## src/rtl/msf_tx_pkg.sv

```systemverilog
// Shared constants and helpers for the MSF time-code transmitter.
// MSF_PARITY_EN (optional macro): when defined, B bits 54..57 are replaced
// by odd parity over the A-bit groups as a frame becomes active.
package msf_tx_pkg;

  localparam int SLOTS_PER_SECOND    = 10;
  localparam int MINUTE_MARKER_SLOTS = 5;

  // Parity groups over A bits, and the seconds whose B bit carries them
  localparam int PAR_GROUPS        = 4;
  localparam int PAR_LO [PAR_GROUPS] = '{17, 25, 36, 39};
  localparam int PAR_HI [PAR_GROUPS] = '{24, 35, 38, 51};
  localparam int PAR_SEC_FIRST     = 54;
  localparam int PAR_SEC_LAST      = 57;

  typedef logic [59:0] frame_t;

  // B frame with its parity seconds overwritten by XNOR-reduce of each A group
  function automatic frame_t apply_parity(input frame_t a, input frame_t b);
    frame_t r;
    logic   p;
    r = b;
    for (int g = 0; g <= PAR_SEC_LAST - PAR_SEC_FIRST; g++) begin
      p = 1'b1;
      for (int i = 0; i < 60; i++) begin
        if (i >= PAR_LO[g] && i <= PAR_HI[g]) p = p ^ a[i];
      end
      r[PAR_SEC_FIRST + g] = p;
    end
    return r;
  endfunction

  // Carrier suppression for a given second/slot of the active frame
  function automatic logic key_for(input logic [5:0] sec, input logic [3:0] slot,
                                   input frame_t a, input frame_t b);
    if (sec == 6'd0) return (slot < 4'(MINUTE_MARKER_SLOTS));
    return (slot == 4'd0) || (slot == 4'd1 && a[sec]) || (slot == 4'd2 && b[sec]);
  endfunction

endpackage

```

## src/rtl/msf_carrier_divider.sv

```systemverilog
// Divides clk down to a one-clk carrier strobe; disabled means cleared.
module msf_carrier_divider #(
  parameter int DIV_W = 16
) (
  input  logic             clk,
  input  logic             aresetn,
  input  logic             i_enable,
  input  logic [DIV_W-1:0] i_carrier_div,
  output logic             o_carrier_pulse
);

  logic [DIV_W-1:0] r_div_cnt;
  logic             r_armed;

  // Count 0..carrier_div while enabled; r_armed keeps the strobe low until
  // the first edge after reset so every output is 0 while in reset.
  always_ff @(posedge clk or negedge aresetn) begin
    if (!aresetn) begin
      r_div_cnt <= '0;
      r_armed   <= 1'b0;
    end else begin
      r_armed <= 1'b1;
      if (!i_enable || r_div_cnt >= i_carrier_div) r_div_cnt <= '0;
      else                                         r_div_cnt <= r_div_cnt + DIV_W'(1);
    end
  end

  // The strobe is high on the clk whose edge wraps the divider
  assign o_carrier_pulse = r_armed & i_enable & (r_div_cnt >= i_carrier_div);

endmodule

```

## src/rtl/msf_timecode_tx.sv

```systemverilog
// MSF time-code transmitter: carrier/second/minute counting, slot keying and
// a staged 60-second A/B frame. Optional macro: MSF_PARITY_EN.
module msf_timecode_tx
  import msf_tx_pkg::*;
#(
  parameter int SECONDS_MINUTE = 59,
  parameter int FREQ_W         = 17,
  parameter int DIV_W          = 16
) (
  input  logic              clk,
  input  logic              aresetn,
  input  logic              enable,
  input  logic [DIV_W-1:0]  carrier_div,
  input  logic [FREQ_W-1:0] msf_frequency,
  input  logic [FREQ_W-1:0] ms100_count,
  input  logic [59:0]       bits_a,
  input  logic [59:0]       bits_b,
  input  logic              bits_valid,
  output logic              bits_ready,
  output logic              carrier_pulse,
  output logic [FREQ_W-1:0] msf_carrier_counter,
  output logic [5:0]        second_counter,
  output logic              key_off,
  output logic              one_sec_marker,
  output logic              minute_marker,
  output logic              underrun
);

  logic              w_pulse;
  logic [FREQ_W-1:0] r_carrier_cnt, w_carrier_cnt_nxt;
  logic [5:0]        r_sec, w_sec_nxt;
  logic [FREQ_W-1:0] r_slot_sub, w_slot_sub_nxt;
  logic [3:0]        r_slot, w_slot_nxt;
  logic              w_sec_bnd, w_min_bnd;
  logic              r_one_sec, r_minute, r_key_off, r_underrun;
  frame_t            r_stg_a, r_stg_b, r_act_a, r_act_b, w_act_a_nxt, w_act_b_nxt;
  logic              r_stg_full, w_stg_full_nxt, r_bits_ready, w_capture;

  msf_carrier_divider #(.DIV_W(DIV_W)) u_div (
    .clk             (clk),
    .aresetn         (aresetn),
    .i_enable        (enable),
    .i_carrier_div   (carrier_div),
    .o_carrier_pulse (w_pulse)
  );

  // Next carrier/second/slot counts; >= compares let a lowered limit wrap at once
  always_comb begin
    w_carrier_cnt_nxt = r_carrier_cnt;
    w_sec_nxt         = r_sec;
    w_slot_sub_nxt    = r_slot_sub;
    w_slot_nxt        = r_slot;
    w_sec_bnd         = 1'b0;
    if (w_pulse) begin
      if (r_carrier_cnt >= msf_frequency - FREQ_W'(1)) begin
        w_carrier_cnt_nxt = '0;
        w_sec_bnd         = 1'b1;
        w_sec_nxt         = (r_sec >= 6'(SECONDS_MINUTE)) ? 6'd0 : r_sec + 6'd1;
        w_slot_sub_nxt    = '0;
        w_slot_nxt        = '0;
      end else begin
        w_carrier_cnt_nxt = r_carrier_cnt + FREQ_W'(1);
        if (r_slot_sub >= ms100_count - FREQ_W'(1)) begin
          w_slot_sub_nxt = '0;
          if (r_slot < 4'(SLOTS_PER_SECOND - 1)) w_slot_nxt = r_slot + 4'd1;
        end else begin
          w_slot_sub_nxt = r_slot_sub + FREQ_W'(1);
        end
      end
    end
  end

  assign w_min_bnd = w_sec_bnd && (w_sec_nxt == 6'd0);

  // Handshake: a frame moves into staging on any clk with bits_valid and
  // bits_ready both high; bits_ready is the registered inverse of staging-full,
  // so a held bits_valid simply waits for the staging slot to drain.
  assign w_capture = bits_valid & r_bits_ready;

  // Staging -> active transfer at the minute boundary; staging state as seen
  // before this clk decides it, so a same-clk capture waits for the next minute
  always_comb begin
    w_act_a_nxt    = r_act_a;
    w_act_b_nxt    = r_act_b;
    w_stg_full_nxt = r_stg_full;
    if (w_min_bnd && r_stg_full) begin
      w_act_a_nxt    = r_stg_a;
`ifdef MSF_PARITY_EN
      w_act_b_nxt    = apply_parity(r_stg_a, r_stg_b);
`else
      w_act_b_nxt    = r_stg_b;
`endif
      w_stg_full_nxt = 1'b0;
    end
    if (w_capture) w_stg_full_nxt = 1'b1;
  end

  // Counters, markers and keying all register on the same edge
  always_ff @(posedge clk or negedge aresetn) begin
    if (!aresetn) begin
      r_carrier_cnt <= '0;
      r_sec         <= '0;
      r_slot_sub    <= '0;
      r_slot        <= '0;
      r_one_sec     <= 1'b0;
      r_minute      <= 1'b0;
      r_key_off     <= 1'b0;
    end else begin
      r_carrier_cnt <= w_carrier_cnt_nxt;
      r_sec         <= w_sec_nxt;
      r_slot_sub    <= w_slot_sub_nxt;
      r_slot        <= w_slot_nxt;
      r_one_sec     <= w_sec_bnd;
      r_minute      <= w_min_bnd;
      r_key_off     <= enable & key_for(w_sec_nxt, w_slot_nxt, w_act_a_nxt, w_act_b_nxt);
    end
  end

  // Frame staging, active frame, ready flag and sticky underrun
  always_ff @(posedge clk or negedge aresetn) begin
    if (!aresetn) begin
      r_stg_a      <= '0;
      r_stg_b      <= '0;
      r_stg_full   <= 1'b0;
      r_act_a      <= '0;
      r_act_b      <= '0;
      r_bits_ready <= 1'b0;
      r_underrun   <= 1'b0;
    end else begin
      if (w_capture) begin
        r_stg_a <= bits_a;
        r_stg_b <= bits_b;
      end
      r_stg_full   <= w_stg_full_nxt;
      r_act_a      <= w_act_a_nxt;
      r_act_b      <= w_act_b_nxt;
      r_bits_ready <= !w_stg_full_nxt;
      if (w_min_bnd && !r_stg_full) r_underrun <= 1'b1;
    end
  end

  assign carrier_pulse       = w_pulse;
  assign msf_carrier_counter = r_carrier_cnt;
  assign second_counter      = r_sec;
  assign key_off             = r_key_off;
  assign one_sec_marker      = r_one_sec;
  assign minute_marker       = r_minute;
  assign underrun            = r_underrun;
  assign bits_ready          = r_bits_ready;

endmodule

```

## config.mk

```make
export PLATFORM = sky130hd
export DESIGN_NAME = msf_timecode_tx
export DESIGN_NICKNAME = d
export VERILOG_FILES = /design/src/rtl/msf_tx_pkg.sv /design/src/rtl/msf_carrier_divider.sv /design/src/rtl/msf_timecode_tx.sv
export SDC_FILE = /design/constraint.sdc
export NUM_CORES = 1
export LEC_CHECK = 0
export ABC_CLOCK_PERIOD_IN_PS = 6100
export BUFFER_PORTS_ARGS = -buffer_cell sky130_fd_sc_hd__buf_2
export CAP_MARGIN = 20
export CORE_ASPECT_RATIO = 1.25
export CORE_MARGIN = 1.5
export CORE_UTILIZATION = 63
export DETAILED_ROUTE_END_ITERATION = 6
export GPL_TIMING_DRIVEN = 0
export PLACE_DENSITY_LB_ADDON = 0.25
export SKIP_LAST_GASP = 1
export SLEW_MARGIN = 10
export SYNTH_ARGS = -nofsm -noshare
export SYNTH_HDL_FRONTEND = slang
export SYNTH_HIERARCHICAL = 1
export SYNTH_SLANG_ARGS = --single-unit
```

## constraint.sdc

```tcl
create_clock -name clk -period 6.1 [get_ports clk]
set_clock_uncertainty 0.1 [all_clocks]
set_input_delay 0.61 -clock clk [delete_from_list [all_inputs] [get_ports clk]]
set_output_delay 0.61 -clock clk [all_outputs]
set_load 0.05 [all_outputs]
```

==> flow_summary.json, run 1 <==
{
  "drv_slew": 0,
  "syn_area_mm2": 0.0156,
  "post_cts_resized": 0,
  "hpwl_mm": 30.1,
  "period_minus_slack_ps": 5720,
  "insertion_delay_ps": 560,
  "synth_cells": 1531,
  "die_w_um": 144,
  "synth_warnings": 6,
  "numPortBuffers": 202,
  "route.detailed.drc": 0,
  "area_delta_synth_final_pct": 16.3,
  "cap_violations": 0,
  "drtPass1Iterations": 5,
  "antenna_found_initial": 0,
  "cp.required_ps": 6460,
  "synth_area_leaders": "dfrtp_1 (49%), mux2_2 (10%), nand2_1 (9.1%)",
  "stdcell_count": 2120,
  "startpoint_type": "primary input",
  "synth_top_cell_area_share_pct": 49.1,
  "die-area_mm2": 0.0258,
  "grt_pass1_wl_mm": 64.7,
  "yosys_register_bits": 307,
  "cts_buffer_depth": 3,
  "syn-num-nets": 1763,
  "arrival_ps": 6090,
  "synth_edf_count": 0,
  "preCtsSetupSlack_ps": -63.7,
  "async_flop_share_pct": 100,
  "first_global_vias": 12618,
  "use_met2_pct": 56.9,
  "vias": 12875,
  "h-tree-depth": 1,
  "fin_crit_sh_pct": 93.9,
  "slew_headroom_pct": 25.4,
  "fmaxAchievable_mhz": 175,
  "antenna_cells": 0,
  "hold_violations": 11,
  "drt_iter0_drc": 977,
  "ioPinCount": 203,
  "busiest_layer": "met2",
  "ys_types": 89,
  "place_area_mm2": 0.0171,
  "leakagePower_nw": 9.08,
  "grt_max_degree": 116,
  "cts_setup_buffers": 0,
  "design_area_mm2": 0.0182,
  "dp.cells": 2065,
  "hold_buffers": 0,
  "grt_overflow_total": 0,
  "yosys.area.top_type": "dfrtp_1",
  "fin_nets": 1999,
  "status": "finished, violations left",
  "fp.coreArea_mm2": 0.0244,
  "setup_viol": 0,
  "die_h_um": 179,
  "rsz0062_at_grt": "no",
  "use_met1_pct": 39.3,
  "worst_pin_slew_ps": 1110,
  "power_mw": 5.02,
  "num_rows": 64,
  "grt_usage_pct": 32.3,
  "numCtsBuffers": 30,
  "n_fill_cell": 1717,
  "hold_slack_ps": -29.6,
  "crit_path_max_fanout": 10,
  "power_density_mw_per_mm2": 276,
  "avgSynthCellArea_um2": 10.2,
  "peakVddDrop_v": 0.000267,
  "antenna_left": 0,
  "synth-seq-area-share_pct": 49.1,
  "setup_slack_ps": 375,
  "end_kind": "flop",
  "synthFlopType": "dfrtp_1",
  "wire_per_inst_um": 19.6,
  "r2r_slack_ps": 600,
  "critPathKind": "primary input to flop",
  "cts_tree": "yes",
  "violations": "negative hold slack",
  "cts_root_buf": "clkbuf_16",
  "cts.reportedPaths.clkPinSlew_ps": 70,
  "finalWirelength_mm": 41.5,
  "cts.sinks": 307,
  "via_per_inst": 6.07,
  "gp_congestion": 0.940,
  "start_util_pct": 64.1,
  "drive_above_1_share_pct": 25.3,
  "hold_class": "primary input to async pin",
  "gr-usage-met3_pct": 5.29
}
==> per-stage QoR <==
stage / TNS [ps] / util, %
final: 0 / 74.5
after global routing: 0 / 74.5
after CTS: 0 / 74.5
after detailed placement: -63.7 / 70.2
after global placement: -370670 / 69.9
after floorplan: 0 / -
==> cell families (layout without fill, tap and decap cells) <==
family / count (synthesis) / after routing / share of synthesized area (%)
AOI/OAI and AO/OA: 215 / 215 / 10.3
xor gates and xnor gates: 60 / 60 / 3.36
muxes: 169 / 169 / 12.1
buffers and inverters: 114 / 373 / 3.02
adders and majority gates: 59 / 59 / 4.70
and+or+nand+nor: 606 / 606 / 17.4
other: 1 / 1 / 0.0240
DFF: 307 / 307 / 49.1
==> layout make-up <==
type | instances | area (um^2) | share of cell area, %
sequential | 307 | 7680 | 42.2
multi-input combinational | 1110 | 7490 | 41.2
timing repair buffer | 204 | 1080 | 5.91
clock buffer | 42 | 877 | 4.82
tap | 330 | 413 | 2.27
buffer | 73 | 319 | 1.75
clock inverter | 13 | 179 | 0.983
inverter | 41 | 154 | 0.846
==> path summary, 6_finish.rpt <==
check | start | endpoint | cells after the start
max in group asynchronous | aresetn | r_stg_b[16] | 2
min in group clk | bits_a[25] | r_stg_a[25] | 2
setup / recovery | msf_frequency[5] | key_off | 19
hold / removal | aresetn | u_div/r_div_cnt[2] | 1
hold reg to reg | r_stg_b[30] | r_act_b[30] | 2
setup reg to reg | u_div/r_div_cnt[13] | key_off | 17
==> synthesized netlist by cell type, types with 7 or more instances <==
cell type	instances
o21ai_0	37
ha_1	58
a221oi_1	19
o211ai_1	12
nand4_1	20
and4_1	8
mux2i_1	22
nand2_1	380
xnor2_1	29
inv_1	36
nor4_1	10
nor2_1	56
xor2_1	31
a21o_1	10
nand2b_1	9
buf_2	18
a22oi_1	7
nor2_2	10
dfrtp_1	307
a222oi_1	7
o2bb2ai_1	7
mux2_2	145
nor3_1	19
clkbuf_1	37
a31oi_1	10
nand3_1	39
buf_1	14
and3_1	21
a21oi_1	28
==> placed cells by master (no fill, tap or decap), drive strengths merged, types with 5 or more instances in the layout <==
cell,Yosys,final
buf,36,240
clkbuf,37,79
a221oi,19,19
o21ai,39,39
o22ai,6,6
a22oi,7,7
nand2b,9,9
nor2b,6,6
o41ai,5,5
inv,40,40
nand2,380,380
clkinv,1,9
nor2,66,66
dfrtp,307,307
a211oi,7,7
mux2,146,146
mux2i,23,23
nand4,22,22
xor2,31,31
a21oi,30,30
o211ai,12,12
o2bb2ai,7,7
a21o,10,10
and3,21,21
a31oi,10,10
a211o,5,5
nand3,39,39
ha,58,58
xnor2,29,29
a222oi,7,7
nor4,11,11
o31ai,8,8
and4,8,8
or3,6,6
nor3,19,19
==> layer usage <==
metal | wire length, um | share of wire [%]
met1 | 15800 | 38
met2 | 20900 | 50
met3 | 3130 | 7.5
met4 | 1730 | 4.2
met5 | 0 | 0
==> where the power goes <==
| part | switching [mW] | internal (mW) | total, mW |
|---|---|---|---|
| Sequential | 0.217 | 2.34 | 2.55 |
| Clock | 0.792 | 1.17 | 1.96 |
| Combinational | 0.204 | 0.304 | 0.508 |
==> worst max-delay path: stages <==
cell and delay (ps):
buf_2 110, nor4_1 680, nand3_1 280, nor4b_1 370
xnor2_1 120, ha_1 350, nand4_1 100, nor2_1 240
a32o_2 360, o31ai_4 90, buf_4 210, a21oi_2 510
clkbuf_1 720, mux2i_1 210, o211ai_1 370, o211ai_1 150
o211ai_1 310, nand4b_1 140, o211ai_1 130
==> state kept, by name, summed over array words and instances, names as in the netlist, 6 cells and up <==
| signal | count |
|---|---|
| r_act_b | 60 |
| msf_carrier_counter | 17 |
| r_slot_sub | 17 |
| r_stg_b | 60 |
| u_div/r_div_cnt | 16 |
| r_act_a | 60 |
| second_counter | 6 |
| r_stg_a | 60 |
No activity file was read; power rests on OpenSTA's default activity.
==> run 2: changes to the inputs <==
ABC_AREA = 1   (was unset)
==> run 2 against run 1 <==
  * Sequential share of layout area is 0.14 points higher
  * Setup slack better by 150 ps
  * Highest routed layer unchanged
  * The flow now finishes without violations
  * First-iteration DRC count is 7.6% higher
  * Utilization is 0.25 points lower
  * Count of clock-buffer cells in the layout is 2 lower
  * Largest power group unchanged
  * Via count is 3.8% higher
  * Wire length is 0.10% higher
  * Non-clock buffer count is 6 lower
==> flow_summary.json, run 2 <==
{
  "status": "finished clean",
  "grt_usage_pct": 32.9,
  "seqPwrFrac_pct": 47.5,
  "crit_path_end": "key_off",
  "die-area_mm2": 0.0258,
  "async_flop_share_pct": 100,
  "fmaxAchievable_mhz": 179,
  "finalWirelength_mm": 41.6,
  "synthFlopType": "dfrtp_1",
  "syn-num-nets": 2044,
  "p_int_mw": 3.26,
  "route.detailed.drc": 0,
  "area_delta_synth_final_pct": 16.0,
  "gp_congestion": 0.947,
  "grt_overflow_total": 0,
  "drtPass1Iterations": 7,
  "drt_iter0_drc": 1051,
  "end_kind": "flop",
  "wire_per_inst_um": 17.3,
  "switching_share_pct": 25.7,
  "synth_cells": 1812,
  "die_w_um": 144,
  "num_rows": 64,
  "via_per_inst": 5.55,
  "ff2ff_path_depth": 29,
  "cp_common_cell": "nand2_1",
  "numCtsBuffers": 30,
  "slowest_stage": "o21ai_0",
  "grt_max_degree": 109,
  "cap_violations": 0,
  "clkPwrFrac_pct": 41.7,
  "cts.reportedPaths.clkPinSlew_ps": 60,
  "n_fill_cell": 1825,
  "hold_violations": 0,
  "slew_headroom_pct": 35.7,
  "design_area_mm2": 0.0181,
  "cp-startpoint": "msf_frequency[2]",
  "peakVddDrop_v": 0.000246,
  "worst_pin_slew_ps": 965,
  "worstHoldStart": "bits_a[19]",
  "cts_tree": "yes",
  "cts_buffer_depth": 3,
  "cts_root_buf": "clkbuf_16",
  "insertion_delay_ps": 550,
  "synth_top_cell_area_share_pct": 49.1,
  "drv_slew": 0,
  "synth_warnings": 6,
  "reg2reg_from": "u_div/r_div_cnt[3]",
  "ys_types": 50,
  "antenna_found_initial": 1,
  "cts.sinks": 307,
  "preCtsSetupSlack_ps": 183,
  "startpoint_type": "primary input",
  "numPortBuffers": 202,
  "synthTopCellsByCount": "nand2_1 (520), dfrtp_1 (307), inv_1 (178)",
  "yosys.area.top_type": "dfrtp_1",
  "start_util_pct": 64.0,
  "yosys_register_bits": 307,
  "fin_nets": 2282,
  "setup_slack_ps": 529,
  "r2r_slack_ps": 940,
  "h-tree-depth": 1,
  "power_density_mw_per_mm2": 242,
  "leakagePower_nw": 9.74,
  "drive_above_1_share_pct": 19.7,
  "slowest_delay_ps": 560,
  "hold_class": "primary input to flop",
  "syn_area_mm2": 0.0156,
  "synth_area_leaders": "dfrtp_1 (49%), nand2_1 (12%), mux2_2 (6.6%)",
  "critPathKind": "primary input to flop",
  "period_minus_slack_ps": 5570,
  "p_comb_share_pct": 10.8,
  "first_global_vias": 13332,
  "vias": 13358,
  "fp.coreArea_mm2": 0.0244,
  "antenna_left": 0,
  "fin_crit_sh_pct": 91.3,
  "setup_viol": 0,
  "hpwl_mm": 29.7,
  "power_mw": 4.38,
  "r2r_end": "key_off",
  "most-common-layout-cells": "nand2_1 (520), dfrtp_1 (307), buf_2 (217), inv_1 (178), nor2_1 (174)",
  "avgSynthCellArea_um2": 8.63,
  "grt_pass1_wl_mm": 65.4,
  "power_switching_mw": 1.13,
  "final_common_cell": "nand2_1",
  "ioPinCount": 203,
  "rsz0062_at_grt": "no",
  "die_h_um": 179,
  "cp.required_ps": 6430,
  "synth.most_common_cell": "nand2_1",
  "synth-seq-area-share_pct": 49.1,
  "place_area_mm2": 0.0171,
  "crit_path_max_fanout": 10,
  "synth_edf_count": 0,
  "arrival_ps": 5900
}
[run 2: cell count changes after synthesis, sizes merged, moves of 15 or more]
cell,change
mux2i,-23
mux2,-54
and2,+16
a221oi,-19
and3,-20
nand2,+146
inv,+140
nor2,+122
nand3,+83
a21oi,+29
xnor2,-15
[run 2: worst min-delay path by stage]
stage,end,slack [ps],depth (start not counted)
2_1_floorplan,bits_ready,210,0
3_3_place_gp,r_act_a[16],360,2
3_5_place_dp,r_act_a[36],360,2
4_1_cts,r_stg_a[59],180,2
5_1_grt,r_stg_a[19],180,2
6_report,r_stg_a[19],180,2
[run 2: power by group through the flow]
| stage | logic (mW) | clock network, mW | registers [mW] |
|---|---|---|---|
| 3_3_place_gp | 0.438 | 0 | 2.12 |
| 4_1_cts | 0.469 | 1.84 | 2.08 |
| 2_1_floorplan | 0.243 | 0 | 2.14 |
| 5_1_grt | 0.527 | 1.92 | 2.08 |
| 6_report | 0.471 | 1.83 | 2.08 |
| 3_5_place_dp | 0.463 | 0 | 2.12 |
[run 2: logic make-up (layout without fill, tap and decap cells)]
| kind of cell | after synthesis | in the layout | share of synthesized area [%] |
|---|---|---|---|
| xor+xnor | 53 | 53 | 2.97 |
| mux | 92 | 92 | 6.63 |
| other cells | 1 | 2 | 0.0240 |
| buf+inv | 246 | 508 | 6.52 |
| simple gates | 899 | 899 | 24.3 |
| compound gates | 156 | 156 | 5.78 |
| flops | 307 | 307 | 49.1 |
| fa+ha+maj | 58 | 58 | 4.64 |
[run 2: stage by stage]
step | hold slack (ps) | util [%] | setup TNS [ps] | std cells
after floorplan | 214 | - | 0 | 1812
after global placement | 357 | 69.8 | -389900 | 2344
after detailed placement | 361 | 70.2 | 0 | 2347
after CTS | 177 | 74.2 | 0 | 2404
after global routing | 183 | 74.2 | 0 | 2404
final | 184 | 74.2 | 0 | 2405
[run 2: layer usage]
layer  routed length (um)  up-vias  global-route usage, %  share of wire [%]
li1                     -     6278                      -                  -
met1                16100     6363                   39.8                 39
met2                20300      571                   57.5                 49
met3                 2840      146                   3.93                6.8
met4                 2300        0                   17.0                5.5
met5                    0        -                      0                  0
[run 2: what timing repair did]
action                    in CTS  in global routing
gates resized for setup        0                  0
hold buffers                   1                  0
buffers inserted               0                  0
hold endpoints to repair      26                  0
[run 2: worst max-delay path, delay by kind of cell]
family	cells	cell delay, ps
simple gates	26	3570
compound gates	3	690
buf+inv	5	600
fa+ha+maj	1	280
xor+xnor	1	150
[run 2: cell type report]
cell class	instances	area, um^2	share of cell area [%]
Buffer	65	339	1.87
Tap cell	330	413	2.28
Clock inverter	16	114	0.628
Antenna cell	1	2.50	0.0138
Multi-Input combinational cell	1259	6930	38.2
Timing Repair Buffer	206	1110	6.14
Inverter	181	679	3.75
Clock buffer	40	860	4.74
Sequential cell	307	7680	42.4
==> run 3: changes to the inputs <==
ABC_CLOCK_PERIOD_IN_PS = unset   (was 6100)
CORE_UTILIZATION = 60   (was 63)
==> run 3 against run 2 <==
  * The flow now finishes with violations (negative hold slack)
  * Critical path depth decreased by 1
  * Sequential cell count unchanged
  * Non-clock buffer count decreased by 2
  * Highest routed layer unchanged
  * Cell area increased by 0.32%
  * Sequential share of layout area decreased by 0.14 points
  * Total power increased by 3.5%
  * Combinational power about the same
  * Hold slack got worse by 200 ps
  * Register-to-register slack improved by 120 ps
==> flow_summary.json, run 3 (synthesis gave the netlist of run 2 again) <==
{
  "rsz0062_at_grt": "no",
  "antenna_left": 0,
  "period_minus_slack_ps": 5450,
  "gp_congestion": 0.936,
  "grt_overflow_total": 0,
  "area_delta_synth_final_pct": 16.4,
  "num_rows": 65,
  "most-common-layout-cells": "nand2_1 (520), dfrtp_1 (307), buf_2 (217), inv_1 (178), nor2_1 (174)",
  "startpoint_type": "primary input",
  "worst_pin_slew_ps": 893,
  "post_cts_resized": 0,
  "fp.coreArea_mm2": 0.0255,
  "dp.cells": 2351,
  "grt_max_degree": 105,
  "setup_viol": 0,
  "numCtsBuffers": 30,
  "grt_pass1_wl_mm": 65.9,
  "die-area_mm2": 0.0270,
  "fin_nets": 2280,
  "final_common_cell": "nand2_1",
  "hpwl_mm": 29.7,
  "via_per_inst": 5.49,
  "hold_slack_ps": -12.2,
  "status": "finished, violations left",
  "r2r_slack_ps": 1060,
  "use_met2_pct": 53.3,
  "arrival_ps": 5780,
  "drt_iter0_drc": 1017,
  "slew_headroom_pct": 40.5,
  "drive_above_1_share_pct": 19.5,
  "cts_root_buf": "clkbuf_16",
  "slowest_stage": "o21ai_0",
  "antenna_found_initial": 0,
  "slowest_delay_ps": 460,
  "violations": "negative hold slack",
  "drtPass1Iterations": 6,
  "hold_buffers": 0,
  "power_mw": 4.53,
  "cts_buffer_depth": 3,
  "antenna_cells": 0,
  "die_h_um": 183,
  "die_w_um": 147,
  "cap_violations": 0,
  "peakVddDrop_v": 0.000250,
  "tns_ps": 0,
  "hold_class": "primary input to async pin",
  "leakagePower_nw": 9.76,
  "wire_per_inst_um": 17.2,
  "first_global_vias": 13137,
  "h-tree-depth": 1,
  "power_density_mw_per_mm2": 249,
  "cp_common_cell": "nand2_1",
  "start_util_pct": 61.4,
  "cts_tree": "yes",
  "end_kind": "flop",
  "grt_usage_pct": 31.0,
  "drv_slew": 0,
  "ioPinCount": 203,
  "vias": 13199,
  "cts_setup_buffers": 0,
  "hold_violations": 12,
  "insertion_delay_ps": 550,
  "cp-startpoint": "msf_frequency[0]",
  "route.detailed.drc": 0,
  "fin_crit_sh_pct": 89.4,
  "numPortBuffers": 202,
  "cp.required_ps": 6420,
  "reg2reg_from": "u_div/r_div_cnt[3]",
  "utilization_pct": 71.5,
  "use_met1_pct": 38.8,
  "finalWirelength_mm": 41.3,
  "critPathKind": "primary input to flop",
  "fmaxAchievable_mhz": 183,
  "crit_path_max_fanout": 10,
  "stdcell_count": 2405,
  "cts.reportedPaths.clkPinSlew_ps": 60,
  "busiest_layer": "met2",
  "cts.sinks": 307,
  "gr-usage-met3_pct": 3.90
}
## run 3: final cells by class
type | instances | area, um^2
Sequential cell | 307 | 7680
Fill cell | 1933 | 7260
Multi-Input combinational cell | 1259 | 6930
Timing Repair Buffer | 204 | 1080
Clock buffer | 46 | 922
Inverter | 181 | 679
Tap cell | 335 | 419
Buffer | 65 | 339
Clock inverter | 8 | 144
## run 3: per-stage QoR
step	setup WS, ps	area, um^2
floorplan	1510	15600
global placement	-1360	17100
detailed placement	239	17100
CTS	745	18200
global route	220	18200
finish	648	18200
## run 3: per-layer routing
layer  wire length [um]  share of wire (%)  vias to the layer above
li1                   -                  -                     6283
met1              16100                 39                     6224
met2              20100                 49                      533
met3               2810                6.8                      159
met4               2230                5.4                        0
met5                  0                  0                        -
## run 3: power by group
group | internal [mW] | total [mW] | switching (mW)
clock | 1.20 | 1.98 | 0.779
combinational | 0.164 | 0.469 | 0.305
sequential | 2.06 | 2.08 | 0.0232
total | 3.43 | 4.53 | 1.11
## run 3: worst paths after layout
kind / end / depth (start not counted)
worst max-delay path: key_off / 35
worst min-delay path: r_act_b[38] / 1
worst min register to register: r_act_b[35] / 2
min in group clk: r_stg_b[48] / 2
worst max register to register: key_off / 29
max in group asynchronous: msf_carrier_counter[9] / 2
## run 3: worst max-delay path, delay by kind of cell
family	cells	cell delay [ps]
simple gates	23	3130
compound gates	4	750
buf+inv	5	630
fa+ha+maj	2	500
xor+xnor	1	160
